===== config.mk =====
export PLATFORM = sky130hd
export DESIGN_NAME = morse_msg_sequencer
export DESIGN_NICKNAME = d
export VERILOG_FILES = /design/src/rtl/morse_msg_sequencer.sv
export SDC_FILE = /design/constraint.sdc
export NUM_CORES = 1
export LEC_CHECK = 0
export CORE_AREA = 8 8 106 108
export CTS_CLUSTER_SIZE = 28
export DETAILED_ROUTE_END_ITERATION = 12
export DIE_AREA = 0 0 114 116
export GPL_TIMING_DRIVEN = 0
export HOLD_SLACK_MARGIN = 0.05
export PLACE_DENSITY = 0.66
export SETUP_SLACK_MARGIN = 0.3
export SYNTH_ARGS = -nofsm -noshare
export SYNTH_HDL_FRONTEND = slang
export SYNTH_SLANG_ARGS = --single-unit

===== constraint.sdc =====
create_clock -name clk -period 6.75 [get_ports clk]
set_input_delay 1.35 -clock clk [delete_from_list [all_inputs] [get_ports clk]]
set_output_delay 1.35 -clock clk [all_outputs]
set_load 0.03 [all_outputs]

===== src/rtl/morse_msg_sequencer.sv =====
// Message-level Morse sequencer: queues letter codes and word-space markers and
// hands letters one at a time to the single-letter emitter, timing the gaps between them.
module morse_msg_sequencer #(
  parameter int unsigned DEPTH            = 8,
  parameter int unsigned UNIT_CYCLES      = 25000000,
  parameter int unsigned LETTER_GAP_UNITS = 3,
  parameter int unsigned WORD_GAP_UNITS   = 7,
  parameter int unsigned ACK_TIMEOUT      = 4
) (
  input  logic                   clk,
  input  logic                   reset,
  input  logic                   wr_valid,
  input  logic [2:0]             wr_letter,
  input  logic                   wr_space,
  output logic                   wr_ready,
  input  logic                   abort,
  output logic [2:0]             letter_sel,
  output logic                   letter_start,
  input  logic                   letter_busy,
  output logic                   seq_busy,
  output logic [$clog2(DEPTH):0] fifo_count,
  output logic                   overflow,
  output logic                   ack_err
);

  localparam int unsigned PTR_W   = $clog2(DEPTH);
  localparam int unsigned CNT_W   = PTR_W + 1;
  localparam int unsigned UNIT_W  = (UNIT_CYCLES > 1) ? $clog2(UNIT_CYCLES) : 1;
  localparam int unsigned GAP_MAX = (LETTER_GAP_UNITS > WORD_GAP_UNITS) ? LETTER_GAP_UNITS
                                                                        : WORD_GAP_UNITS;
  localparam int unsigned GAP_W   = $clog2(GAP_MAX + 1);
  localparam int unsigned ACK_W   = $clog2(ACK_TIMEOUT + 1);

  localparam logic [UNIT_W-1:0] UNIT_LAST = UNIT_W'(UNIT_CYCLES - 1);
  localparam logic [ACK_W-1:0]  ACK_LAST  = ACK_W'(ACK_TIMEOUT - 1);

  typedef enum logic [2:0] {
    S_IDLE,
    S_DISPATCH,
    S_WAIT_ACK,
    S_WAIT_DONE,
    S_GAP
  } state_t;

  state_t            state_q, state_d;
  logic [3:0]        mem_q [DEPTH];
  logic [PTR_W-1:0]  wr_ptr_q, wr_ptr_d;
  logic [PTR_W-1:0]  rd_ptr_q, rd_ptr_d;
  logic [CNT_W-1:0]  count_q, count_d;
  logic [2:0]        sel_q, sel_d;
  logic              space_q, space_d;
  logic [UNIT_W-1:0] unit_q, unit_d;
  logic [GAP_W-1:0]  gap_q, gap_d;
  logic [ACK_W-1:0]  ack_q, ack_d;
  logic              overflow_q, overflow_d;
  logic              ack_err_q, ack_err_d;

  logic              full;
  logic              push;
  logic              pop;
  logic [3:0]        head;

  always_comb begin
    full         = (count_q == CNT_W'(DEPTH));
    // wr_ready is held low while reset is asserted so every output reads 0 in reset.
    wr_ready     = reset & ~full;
    push         = wr_valid & ~full & ~abort;
    pop          = (state_q == S_IDLE) & (count_q != '0) & ~abort;
    head         = mem_q[rd_ptr_q];
    letter_start = (state_q == S_DISPATCH) & ~space_q & ~abort;
    seq_busy     = (state_q != S_IDLE) | (count_q != '0);
    fifo_count   = count_q;
    letter_sel   = sel_q;
    overflow     = overflow_q;
    ack_err      = ack_err_q;
  end

  always_comb begin
    state_d    = state_q;
    wr_ptr_d   = wr_ptr_q;
    rd_ptr_d   = rd_ptr_q;
    count_d    = count_q;
    sel_d      = sel_q;
    space_d    = space_q;
    unit_d     = unit_q;
    gap_d      = gap_q;
    ack_d      = ack_q;
    overflow_d = overflow_q | (wr_valid & full);
    ack_err_d  = ack_err_q;

    if (push) wr_ptr_d = wr_ptr_q + PTR_W'(1);
    if (pop) begin
      rd_ptr_d = rd_ptr_q + PTR_W'(1);
      sel_d    = head[2:0];
      space_d  = head[3];
    end

    unique case ({push, pop})
      2'b10:   count_d = count_q + CNT_W'(1);
      2'b01:   count_d = count_q - CNT_W'(1);
      default: ;
    endcase

    unique case (state_q)
      S_IDLE: begin
        if (pop) state_d = S_DISPATCH;
      end
      S_DISPATCH: begin
        if (space_q) begin
          gap_d   = GAP_W'(WORD_GAP_UNITS);
          unit_d  = '0;
          state_d = S_GAP;
        end else begin
          // Count from the start pulse itself so the timeout is measured from letter_start.
          ack_d   = ACK_W'(1);
          state_d = S_WAIT_ACK;
        end
      end
      S_WAIT_ACK: begin
        if (letter_busy) begin
          state_d = S_WAIT_DONE;
        end else if (ack_q >= ACK_LAST) begin
          ack_err_d = 1'b1;
          state_d   = S_IDLE;
        end else begin
          ack_d = ack_q + ACK_W'(1);
        end
      end
      S_WAIT_DONE: begin
        if (!letter_busy) begin
          gap_d   = GAP_W'(LETTER_GAP_UNITS);
          unit_d  = '0;
          state_d = S_GAP;
        end
      end
      S_GAP: begin
        if (unit_q == UNIT_LAST) begin
          unit_d = '0;
          if (gap_q <= GAP_W'(1)) begin
            gap_d   = '0;
            state_d = S_IDLE;
          end else begin
            gap_d = gap_q - GAP_W'(1);
          end
        end else begin
          unit_d = unit_q + UNIT_W'(1);
        end
      end
      default: state_d = S_IDLE;
    endcase

    if (abort) begin
      state_d  = S_IDLE;
      wr_ptr_d = '0;
      rd_ptr_d = '0;
      count_d  = '0;
      unit_d   = '0;
      gap_d    = '0;
      ack_d    = '0;
    end
  end

  always_ff @(posedge clk) begin
    if (push) mem_q[wr_ptr_q] <= {wr_space, wr_letter};
  end

  always_ff @(posedge clk or negedge reset) begin
    if (!reset) begin
      state_q    <= S_IDLE;
      wr_ptr_q   <= '0;
      rd_ptr_q   <= '0;
      count_q    <= '0;
      sel_q      <= '0;
      space_q    <= 1'b0;
      unit_q     <= '0;
      gap_q      <= '0;
      ack_q      <= '0;
      overflow_q <= 1'b0;
      ack_err_q  <= 1'b0;
    end else begin
      state_q    <= state_d;
      wr_ptr_q   <= wr_ptr_d;
      rd_ptr_q   <= rd_ptr_d;
      count_q    <= count_d;
      sel_q      <= sel_d;
      space_q    <= space_d;
      unit_q     <= unit_d;
      gap_q      <= gap_d;
      ack_q      <= ack_d;
      overflow_q <= overflow_d;
      ack_err_q  <= ack_err_d;
    end
  end

endmodule


==> impl_metrics.ini <==
[yosys]
synth_common_cells = 50 x dfrtp_1, 32 x a31oi_1, 32 x edfxtp_1, 31 x nor2_1, 30 x nand2_1
synth_edf_count = 32
synth_area_mm2 = 0.004194
syn_avg_cell_area_um2 = 11.07
ys_top_cells_by_area = dfrtp_1 30%, edfxtp_1 23%, a31oi_1 4.8%
ys_async_sr_fraction = 0.6098
syn_inst = 379
yosysTopAreaCell = dfrtp_1
synth-main-ff-cell = dfrtp_1
synth_warnings = 0
yosys.area.top_type_share = 0.2983
syn_nets = 396
yosysMostFrequentCell = dfrtp_1
synth_seq_cells = 82
synth_cell_types = 57
ys_seq_area_frac = 0.5274

[sta]
fin_skew_ps = 13.01
rsz0062_at_grt = false
setup_slack_ps = 2649
maxSlewViolCount = 0
hold_viol = 0
fmax_mhz = 243.9
finalCritPeriodShare = 0.6075
worst_pin_slew_ps = 766.7
fin_setup_tns_ps = 0
setup_violations = 0
slew_headroom = 0.4846
period_minus_slack_ps = 4101

[drt]
drtPass1Iterations = 5
wirelength_mm = 9.183
drc = 0
drt-initial-drc-count = 210
wl_per_cell_um = 16.76
vias_per_cell = 5.734
final_antenna_net_count = 0
routed-via-count = 3142

[die]
dieArea_mm2 = 0.01322
die_x_um = 114
start_util = 0.4392
core-area_mm2 = 0.009549
die_h_um = 116
pin_count = 21
rows = 36

[setup_path]
end_kind = output pin
crit_arrival_ps = 2750
rr_worst_depth = 9
slowest_stage = clkdlybuf4s50_1
path_class = in -> out
worstPathRequired_ps = 5400
r2r_setup_slack_ps = 3930
worstPathCellList = buf_2 -> buf_12 -> and2_1 -> clkdlybuf4s50_1
max_stage_delay_ps = 670
critPathLaunchType = input pin
cp_max_fo = 39

[global_routing]
antenna_found_initial = 0
grt_pass1_wl_mm = 15.55
overflow = 0
grt_usage = 0.1482
grt_start_max_net_pins = 40
grt_pass1_vias = 3179

[cts]
hold_buffers = 0
post_cts_buffers = 0
clock_latency_ps = 370
cts_root_buf = clkbuf_8
htree_levels = 3
cts.sinks = 82
cts-resized-gates = 0
numCtsBuffers = 9
cts.clk_slew.worst_paths_ps = 100
cts_tree = yes
cts_buffer_depth = 2

[placement]
dp_hpwl_mm = 6.460
dpl_worst_slack_ps = 2621
gp_congestion = 0.8188
port-buffer-count = 19

[final_layout]
drive_above_1_share = 0.09880
fin_nets = 427
diodes = 0
area_growth_pct = 13.45

[status]
status = finished, final reports clean

[power_and_ir_drop]
ir_drop_mv = 0.2889
leakagePower_nw = 1.749
p_per_area_mw_per_mm2 = 314.4
power.total_mw = 1.496

[worst_hold_path]
min_path_type = reg -> reg
hold_depth = 2

[flow_run]
maxCapViolCount = 0
## through the flow
step	util	cells	cell area (um^2)	hold slack (ps)
floorplan	-	379	4194	444.7
global route	0.4983	548	4758	514.3
global placement	0.4765	531	4551	448.7
finish	0.4983	548	4758	467.6
CTS	0.4983	548	4758	476.1
detailed placement	0.4781	532	4566	452.0
## path summary, 6_finish.rpt
path                                           start                        end
max                                            reset                   wr_ready
max in group asynchronous                      reset     unit_q[22]$_DFFE_PN0P_
min in group asynchronous                      reset      unit_q[3]$_DFFE_PN0P_
min                              ack_err$_DFFE_PN0P_        ack_err$_DFFE_PN0P_
min reg2reg                      ack_err$_DFFE_PN0P_        ack_err$_DFFE_PN0P_
max reg2reg                fifo_count[1]$_DFFE_PN0P_  fifo_count[3]$_DFFE_PN0P_
## flip-flops by register name (all words and copies together), names as in the netlist
signal,cells
ack_err,1
ack_q,3
fifo_count,4
gap_q,3
letter_sel,3
mem_q,32
overflow,1
rd_ptr_q,3
space_q,1
state_q,3
unit_q,25
wr_ptr_q,3
## where the power goes
part           leakage (nW)  switching [mW]  internal (mW)  total, mW
registers             0.959          0.0493          0.569      0.618
clock network        0.0937           0.209          0.145      0.355
logic                 0.696           0.307          0.215      0.523
total                  1.75           0.566          0.930       1.50
## layer usage
| layer | part of all wire | track usage | vias to the layer above |
|---|---|---|---|
| met4 | 0.014 | 0.04880 | 0 |
| met2 | 0.50 | 0.2437 | 60 |
| li1 | - | - | 1506 |
| met1 | 0.44 | 0.1824 | 1564 |
| met3 | 0.046 | 0.04482 | 12 |
| met5 | 0 | 0 | - |
## critical path: cells and delay by family
family | cells | cell delay, ps
simple gates | 1 | 160
buf+inv | 3 | 1230
## cells in the final DEF, fill, tap and decap left out, types with 7 or more instances in the layout
cell type,instances
ha_1,8
clkbuf_8,9
mux4_2,8
nand3b_1,11
edfxtp_1,32
nor2_1,31
a31oi_1,32
nand3_1,20
a21oi_1,10
clkdlybuf4s50_1,18
nor3_1,9
clkbuf_1,18
nand2_1,30
o21ai_0,10
dfrtp_1,50
inv_1,7
and3_1,8
mux2i_1,10
## cells by family (layout without fill, tap and decap cells)
group           count (synthesis)  count (layout)  share of synthesized area
flops                          82              82                     0.5274
compound gates                 79              79                     0.1298
mux                            20              20                    0.07220
xor+xnor                        9               9                    0.01879
fa+ha+maj                       8               8                    0.02387
simple gates                  151             151                     0.1981
buf+inv                        30              66                    0.02983
## final cells by class
class	count	area [um^2]
Fill cell	907	4791
Sequential cell	82	2212
Multi-Input combinational cell	267	1857
Timing Repair Buffer	20	205.2
Tap cell	133	166.4
Clock buffer	9	123.9
Buffer	23	98.84
Clock inverter	7	68.82
Inverter	7	26.28
No activity file was read; power rests on OpenSTA's default activity.
